### src/rtl/keccak_pi_pkg.sv
// Shared types and constants for the Keccak pi slice engine.
package keccak_pi_pkg;

  localparam int DIM     = 5;
  localparam int SLICE_W = DIM * DIM;

  typedef enum logic [2:0] {
    IDLE,
    LOAD,
    CALC,
    REDUCE,
    WRITE,
    NEXT,
    FIN
  } state_t;

  // Flat bit position of A[i][j] inside a 25-bit slice.
  function automatic logic [4:0] idx(input logic [2:0] i, input logic [2:0] j);
    return {2'b00, i} * 5'd5 + {2'b00, j};
  endfunction

endpackage

### src/rtl/pi_mod5_unit.sv
// Computes (2i + 3j) mod 5 for the current cell, iteratively by default.
// Define MOD_LUT_EN to replace the subtract-5 loop with a single-cycle lookup.
module pi_mod5_unit
  import keccak_pi_pkg::*;
(
  input  logic       clk,
  input  logic       i_calc,
  input  logic       i_reduce,
  input  logic [2:0] i_i,
  input  logic [2:0] i_j,
  output logic [2:0] o_res,
  output logic       o_ge5
);

  localparam logic [4:0] MODV = 5'(DIM);

  logic [4:0] r_acc;
  logic [4:0] w_sum;
  logic [4:0] w_calc;

  assign w_sum = ({2'b00, i_i} << 1) + ({2'b00, i_j} << 1) + {2'b00, i_j};

`ifdef MOD_LUT_EN
  function automatic logic [4:0] mod5_lut(input logic [4:0] v);
    logic [4:0] r;
    case (v)
      5'd0, 5'd5, 5'd10, 5'd15, 5'd20: r = 5'd0;
      5'd1, 5'd6, 5'd11, 5'd16:        r = 5'd1;
      5'd2, 5'd7, 5'd12, 5'd17:        r = 5'd2;
      5'd3, 5'd8, 5'd13, 5'd18:        r = 5'd3;
      5'd4, 5'd9, 5'd14, 5'd19:        r = 5'd4;
      default:                         r = 5'd0;
    endcase
    return r;
  endfunction

  assign w_calc = mod5_lut(w_sum);
`else
  assign w_calc = w_sum;
`endif

  // acc is pure datapath: it is always rewritten by CALC before use.
  always_ff @(posedge clk) begin
    if (i_calc) begin
      r_acc <= w_calc;
    end else if (i_reduce && (r_acc >= MODV)) begin
      r_acc <= r_acc - MODV;
    end
  end

  assign o_ge5 = (r_acc >= MODV);
  assign o_res = r_acc[2:0];

endmodule

### src/rtl/keccak_pi_slice_engine.sv
// Bit-serial Keccak pi permutation over one 25-bit slice per accepted count.
// Define MOD_LUT_EN to bypass the REDUCE state (77-cycle slice latency).
module keccak_pi_slice_engine
  import keccak_pi_pkg::*;
#(
  parameter int DIM = 5,
  parameter int CW  = 6
) (
  input  logic                 clk,
  input  logic                 rst,
  input  logic                 start,
  input  logic [DIM*DIM-1:0]   line,
  input  logic [CW-1:0]        count,
  output logic [DIM*DIM-1:0]   mem,
  output logic                 done,
  output logic                 busy
);

  state_t             r_state;
  logic [2:0]         r_i;
  logic [2:0]         r_j;
  logic               r_seen;
  logic [CW-1:0]      r_cnt;
  logic [DIM*DIM-1:0] r_line;
  logic [DIM*DIM-1:0] r_work;
  logic [DIM*DIM-1:0] r_mem;
  logic               r_done;
  logic               r_busy;

  logic               w_accept;
  logic [2:0]         w_res;
  logic               w_ge5;
  logic [4:0]         w_src;
  logic [4:0]         w_dst;

  // A slice is new if nothing has been accepted since reset or its index moved.
  assign w_accept = (r_state == IDLE) && start && (!r_seen || (count != r_cnt));
  assign w_src    = idx(r_i, r_j);
  assign w_dst    = idx(r_j, w_res);

  pi_mod5_unit u_mod5 (
    .clk      (clk),
    .i_calc   (r_state == CALC),
    .i_reduce (r_state == REDUCE),
    .i_i      (r_i),
    .i_j      (r_j),
    .o_res    (w_res),
    .o_ge5    (w_ge5)
  );

  // Control FSM, cell counters and published result.
  always_ff @(posedge clk) begin
    if (rst) begin
      r_state <= IDLE;
      r_i     <= 3'd0;
      r_j     <= 3'd0;
      r_seen  <= 1'b0;
      r_cnt   <= '0;
      r_mem   <= '0;
      r_done  <= 1'b0;
      r_busy  <= 1'b0;
    end else begin
      r_done <= 1'b0;
      unique case (r_state)
        IDLE: begin
          if (w_accept) begin
            r_seen  <= 1'b1;
            r_cnt   <= count;
            r_busy  <= 1'b1;
            r_state <= LOAD;
          end
        end
        LOAD: begin
          r_i     <= 3'd0;
          r_j     <= 3'd0;
          r_state <= CALC;
        end
        CALC: begin
`ifdef MOD_LUT_EN
          r_state <= WRITE;
`else
          r_state <= REDUCE;
`endif
        end
        REDUCE: begin
          if (!w_ge5) r_state <= WRITE;
        end
        WRITE: begin
          r_state <= NEXT;
        end
        NEXT: begin
          if (r_j == 3'd4) begin
            r_j <= 3'd0;
            if (r_i == 3'd4) begin
              r_i     <= 3'd0;
              r_state <= FIN;
            end else begin
              r_i     <= r_i + 3'd1;
              r_state <= CALC;
            end
          end else begin
            r_j     <= r_j + 3'd1;
            r_state <= CALC;
          end
        end
        FIN: begin
          r_mem   <= r_work;
          r_done  <= 1'b1;
          r_busy  <= 1'b0;
          r_state <= IDLE;
        end
        default: r_state <= IDLE;
      endcase
    end
  end

  // Datapath: latched input slice and the partially permuted working copy.
  always_ff @(posedge clk) begin
    if (w_accept) r_line <= line;
    if (r_state == LOAD) begin
      r_work <= '0;
    end else if (r_state == WRITE) begin
      r_work[w_dst] <= r_line[w_src];
    end
  end

  assign mem  = r_mem;
  assign done = r_done;
  assign busy = r_busy;

endmodule

### config.mk
export PLATFORM = sky130hd
export DESIGN_NAME = keccak_pi_slice_engine
export DESIGN_NICKNAME = d
export VERILOG_FILES = /design/src/rtl/keccak_pi_pkg.sv /design/src/rtl/pi_mod5_unit.sv /design/src/rtl/keccak_pi_slice_engine.sv
export SDC_FILE = /design/constraint.sdc
export NUM_CORES = 1
export LEC_CHECK = 0
export ABC_CLOCK_PERIOD_IN_PS = 3100
export CAP_MARGIN = 20
export CORE_UTILIZATION = 35
export CTS_CLUSTER_SIZE = 24
export DETAILED_ROUTE_END_ITERATION = 7
export GPL_ROUTABILITY_DRIVEN = 0
export MAX_ROUTING_LAYER = met4
export PLACE_DENSITY = 0.6
export SLEW_MARGIN = 20
export SYNTH_ARGS = -nofsm -noshare
export SYNTH_HDL_FRONTEND = slang
export SYNTH_SLANG_ARGS = --single-unit
### constraint.sdc
create_clock -name clk -period 3.1 [get_ports clk]
set_input_delay 0.465 -clock clk [delete_from_list [all_inputs] [get_ports clk]]
set_output_delay 0.465 -clock clk [all_outputs]
set_load 0.01 [all_outputs]
---- Word-level counts from Yosys, hierarchy flattened ----
Index checks and enable logic that the tools add are counted.
operators by class
  add/sub/neg operators ................... 7
  multipliers ............................. 2
  divide/modulo/power cells ............... 0
  order comparisons ....................... 4
  eq/ne operators ......................... 12
  shift-type cells ........................ 0
  mux-type cells .......................... 20
  bitwise operators ....................... 0
  reduce and logical (&&, ||, !) cells .... 14
operators by type and width
  kind                   number
  $bwmux W25             1
  $mux W3                7
  $pmux W3 S6            1
  $add A5 B3 Y5          3
  $eq A3 B3 Y1 const B   5
  $lt A5 B6 Y1 const B   2
  $pmux W3 S2            2
  $mul A3 B3 Y5 const B  2
  $mux W5                2
  $reduce_and A2 Y1      4
  $add A3 B1 Y3 const B  2
  $eq A3 B2 Y1 const B   2
  $ne A2 B2 Y1 const B   3
  $ne A6 B6 Y1           1
  $reduce_bool A2 Y1     3
  $add A4 B4 Y5          1
  $bmux W1 S5            1
  $demux W1 S5           1
  $ge A5 B1 Y1 const B   1
  $ge A5 B3 Y1 const B   1
  $sub A5 B3 Y5 const B  1
  $logic_and A1 B1 Y1    4
  $mux W1                4
  $eq A3 B1 Y1 const B   1
  other kinds (4)        4
word-level totals
  register bits ........................... 98
  bits in latches ......................... 0
  memory bits (writable) .................. 0
  ROM bits ................................ 0
  input bits .............................. 34
  output and inout port bits .............. 27
  word-level logic and storage cells ...... 70
  memories kept ........................... 0

---- Logic depth before layout (Yosys ltp) ----
Gate-level depths: netlist (run 1).
  depth in word-level cells ............... 7
  gate-level depth with buffers ........... 10
  mapped depth without buffers ............ 9

---- Cells and area by module ----
A second synthesis (run 1) with hierarchy kept.
second synthesis, totals
  cells, all modules ...................... 382
  area total of the unflattened synthesis .. 4508.1 sq um
by module, submodules not included
  module                  times used  cells each  area an instance (sq um)  sequential area each (sq um)
  keccak_pi_slice_engine  1           341         4067.7                    2112.0
  pi_mod5_unit            1           41          440.4                     150.1

---- Least setup slack after synthesis (run 1) ----
OpenSTA, ideal clock, no wires.
  path kind ............................... flip-flop to flip-flop
  from .................................... reg r_i[2]
  to ...................................... reg r_work[23]
  setup time .............................. 97 ps
  arrival time ............................ 2710 ps
  data required time ...................... 3003 ps
  slack ................................... 293 ps
  cell stages (with the launch flop) ...... 11
  path buffers ............................ 1
  clock period less this slack ............ 2807 ps
  path through ............................ dfxtp_1 ha_1 ha_1 inv_1 fa_1 nor2b_1 a221o_2 o21ai_2 mux2i_4 buf_6 o41ai_4
between the ends
  word-level cells in the longest chain between the ends .. 5
RTL lines
  element                          line                           RTL
  from (decl)                      keccak_pi_slice_engine.sv:20   logic [2:0] r_i;
  from (signal assigned)           keccak_pi_slice_engine.sv:98   r_i <= r_i + 3'd1;
  $mul A3 B3 Y5                    keccak_pi_pkg.sv:19            return {2'b00, i} * 5'd5 + {2'b00, j};
  $add A5 B3 Y5                    keccak_pi_pkg.sv:19
  $bmux W1 S5                      keccak_pi_slice_engine.sv:123  r_work[w_dst] <= r_line[w_src];
  $mux W1 (not written as such)    keccak_pi_slice_engine.sv:123
  $bwmux W25                       keccak_pi_slice_engine.sv:123
  to (signal, indexed assignment)  keccak_pi_slice_engine.sv:123
  to (decl)                        keccak_pi_slice_engine.sv:25   logic [DIM*DIM-1:0] r_work;
No other way between the ends. The select of a mux whose other input is x is not followed.
A chain may end at the register's enable or synchronous reset.

---- Worst setup path in the final report (run 1) ----
  from .................................... reg r_i[0]
  to ...................................... reg r_work[7]
Same word-level chain as after synthesis.

==> impl_metrics.toml, run 1 <==
[sta]
slew_viol_final = 0
fin_skew_ns = 0.0111
max_freq_mhz = 337
hold_ws_ns = 0.459
layout_min_cycle_time_ns = 2.97
setup_ws_ns = 0.131
hold_viol = 0
relSlewSlack_pct = 54.9
period_share_pct = 95.8
setup_viol = 0
worst_pin_slew_ns = 0.672

[logic_synthesis]
yosysSeqAreaShare_pct = 50.3
yosysUniqueCellTypes = 53
synthCells = 383
synthArstFlopShare_pct = 0
yosys_most_used_dff = "dfxtp_1"
ys_seq_elements = 98
syn_area_um2 = 4500
synth.avg_cell_area_um2 = 11.7
yosys_warnings = 0
synth_nets = 446
synth_edf_count = 30

[floorplanning]
die_y_um = 115
start_util_pct = 35.8
die-area_um2 = 13300
ios = 61
fp.dieW_um = 115
rows = 41
core_um2 = 12600

[place]
io_buffers = 60
place_worst_setup_slack_ns = -0.0678
hpwl_mm = 6.30

[power]
total_leakage_power_uw = 0.00222
peakVddDrop_v = 0.000318
cellPowerDensity_nw_per_um2 = 490

[grt]
track_usage_pct = 14.9
antenna_found_initial = 0
grt_pass1_vias = 3070
grt_first_pass_wirelength_mm = 14.8
grt-ovfl-total = 0
grt_max_degree = 27

[setup_path]
startpoint = "r_i[0]"
startpoint_type = "register"
end_kind = "register"
cp_data_required_time_ns = 3.34
r2r_start = "r_i[0]"
crit_path_max_fanout = 9
crit_arrival_ns = 3.21
worstSetupPathType = "register to register"
rrSetupSlack_ns = 0.13

[clock_network]
cts_made_buffers = 9
cts_max_level = 3
clock_latency_ns = 0.34
clk_pin_slew_ns = 0.07
clock_path_buffers = 2
cts.sinks = 98
cts_tree = "done"
clockRootBuffer = "clkbuf_16"

[job]
cap_violations = 0

[final_layout]
final_cell_mix = "66 x dfxtp_1, 60 x clkdlybuf4s50_1, 30 x nand2_1, 30 x edfxtp_1, 28 x mux2i_1"
n_antenna_cell = 0
syn_to_final_growth_pct = 26.7
layout.nets = 515
layout_commonest_cell = "dfxtp_1"
layout-drive-gt1-share_pct = 11.8

[drt]
wl_per_cell_um = 14.0
via_per_inst = 5.01
drc = 0
antenna_left = 0
vias = 3145
dr.pass1.iters = 7
drtIter0Drc = 128
routed_wl_mm = 8.79

[worst_hold_path]
hold_path.class = "register to register"
hold_start = "r_work[14]"

[status]
status = "completed"
worst max-delay path: stages, from the launching register on:
cell and delay (ns):
dfxtp_2 0.34, ha_1 0.29, ha_1 0.30, inv_1 0.06, fa_2 0.61, nor2b_1 0.08
and2_2 0.19, o32ai_4 0.40, mux2i_4 0.19, o41ai_1 0.39
what timing repair did:
action                                 CTS  global route
endpoints found under the hold margin    0             0
hold buffers                             0             0
cloned                                   1             0
setup buffers                            0             3
pin swaps                                0             1
setup endpoints to repair               24            14
resized for setup                        5             4
final timing paths:
check,depth (start not counted),endpoint
hold reg to reg,2,r_work[14]
hold / removal,2,r_work[14]
setup reg to reg,9,r_work[7]
setup / recovery,9,r_work[7]
sequential cells by signal, indices dropped and copies added (netlist names):
name / cells
r_j: 3
u_mod5.r_acc: 5
mem: 25
r_work: 25
r_line: 25
r_cnt: 6
busy: 1
r_seen: 1
r_state: 3
r_i: 3
done: 1
stage by stage:
stage	area (um2)	util, %	total power (uW)	cells	setup TNS, ns
2_1_floorplan	4500	-	1630	383	0
3_3_place_gp	5310	42.3	1720	609	0
3_5_place_dp	5310	42.3	1730	609	-0.783
4_1_cts	5660	45.0	2820	625	0
5_1_grt	5700	45.4	2910	628	-0.0260
6_report	5700	45.4	2790	628	0
cell families after synthesis:
logic type               after synthesis  share of synthesized area, %
flip-flops                            98                          50.3
AO/OA/AOI/OAI                         73                          13.4
AND/OR/NAND/NOR                       99                          10.8
multiplexers                          34                          9.24
XOR/XNOR                              18                          3.50
buffers and inverters                 32                          3.81
adder cells (fa/ha/maj)               29                          8.90
power breakdown:
| group | leakage, uW | internal (uW) | total, uW | switching [uW] |
|---|---|---|---|---|
| Clock | 0.000147 | 630 | 1080 | 449 |
| Sequential | 0.000835 | 1400 | 1430 | 35.5 |
| Combinational | 0.00124 | 129 | 281 | 152 |
synth_stat cells, types with 3 or more instances:
| library cell | n | area share [%] |
|---|---|---|
| nand3_1 | 15 | 1.7 |
| xor2_1 | 8 | 1.6 |
| a22o_1 | 25 | 4.9 |
| nand4_1 | 5 | 0.70 |
| clkbuf_1 | 8 | 0.67 |
| buf_2 | 4 | 0.45 |
| fa_1 | 5 | 2.2 |
| nand2_1 | 30 | 2.5 |
| nor2_1 | 21 | 1.8 |
| o311ai_0 | 8 | 1.6 |
| dfxtp_1 | 68 | 30 |
| buf_6 | 4 | 1.0 |
| o41ai_1 | 5 | 0.97 |
| o21ai_0 | 6 | 0.67 |
| mux2i_1 | 28 | 6.2 |
| edfxtp_1 | 30 | 20 |
| nor3_1 | 9 | 1.0 |
| a21oi_1 | 14 | 1.6 |
| inv_1 | 12 | 1.0 |
| mux4_1 | 3 | 1.8 |
| ha_1 | 24 | 6.7 |
| xnor2_1 | 10 | 1.9 |
routing by layer:
metal	global-route usage (%)	share of wire [%]	vias to the layer above
li1	-	-	1562
met3	3.16	3.8	13
met4	5.45	1.6	0
met2	24.8	48	83
met5	-	0	-
met1	17.6	46	1487
area by class of cell:
| type | count | area, um2 |
|---|---|---|
| Inverter | 13 | 51.3 |
| Tap cell | 172 | 215 |
| Fill cell | 1163 | 6870 |
| Multi-Input combinational cell | 254 | 2140 |
| Clock inverter | 2 | 10.0 |
| Timing Repair Buffer | 76 | 733 |
| Sequential cell | 98 | 2260 |
| Clock buffer | 13 | 282 |
Power figures use the tool's default switching activity.
==> run 2, diff against run 1 <==
- CTS_CLUSTER_SIZE: 24 -> 30
==> results of run 2 <==
Same layout as run 1: the final DEF is identical, and so are final timing and power.
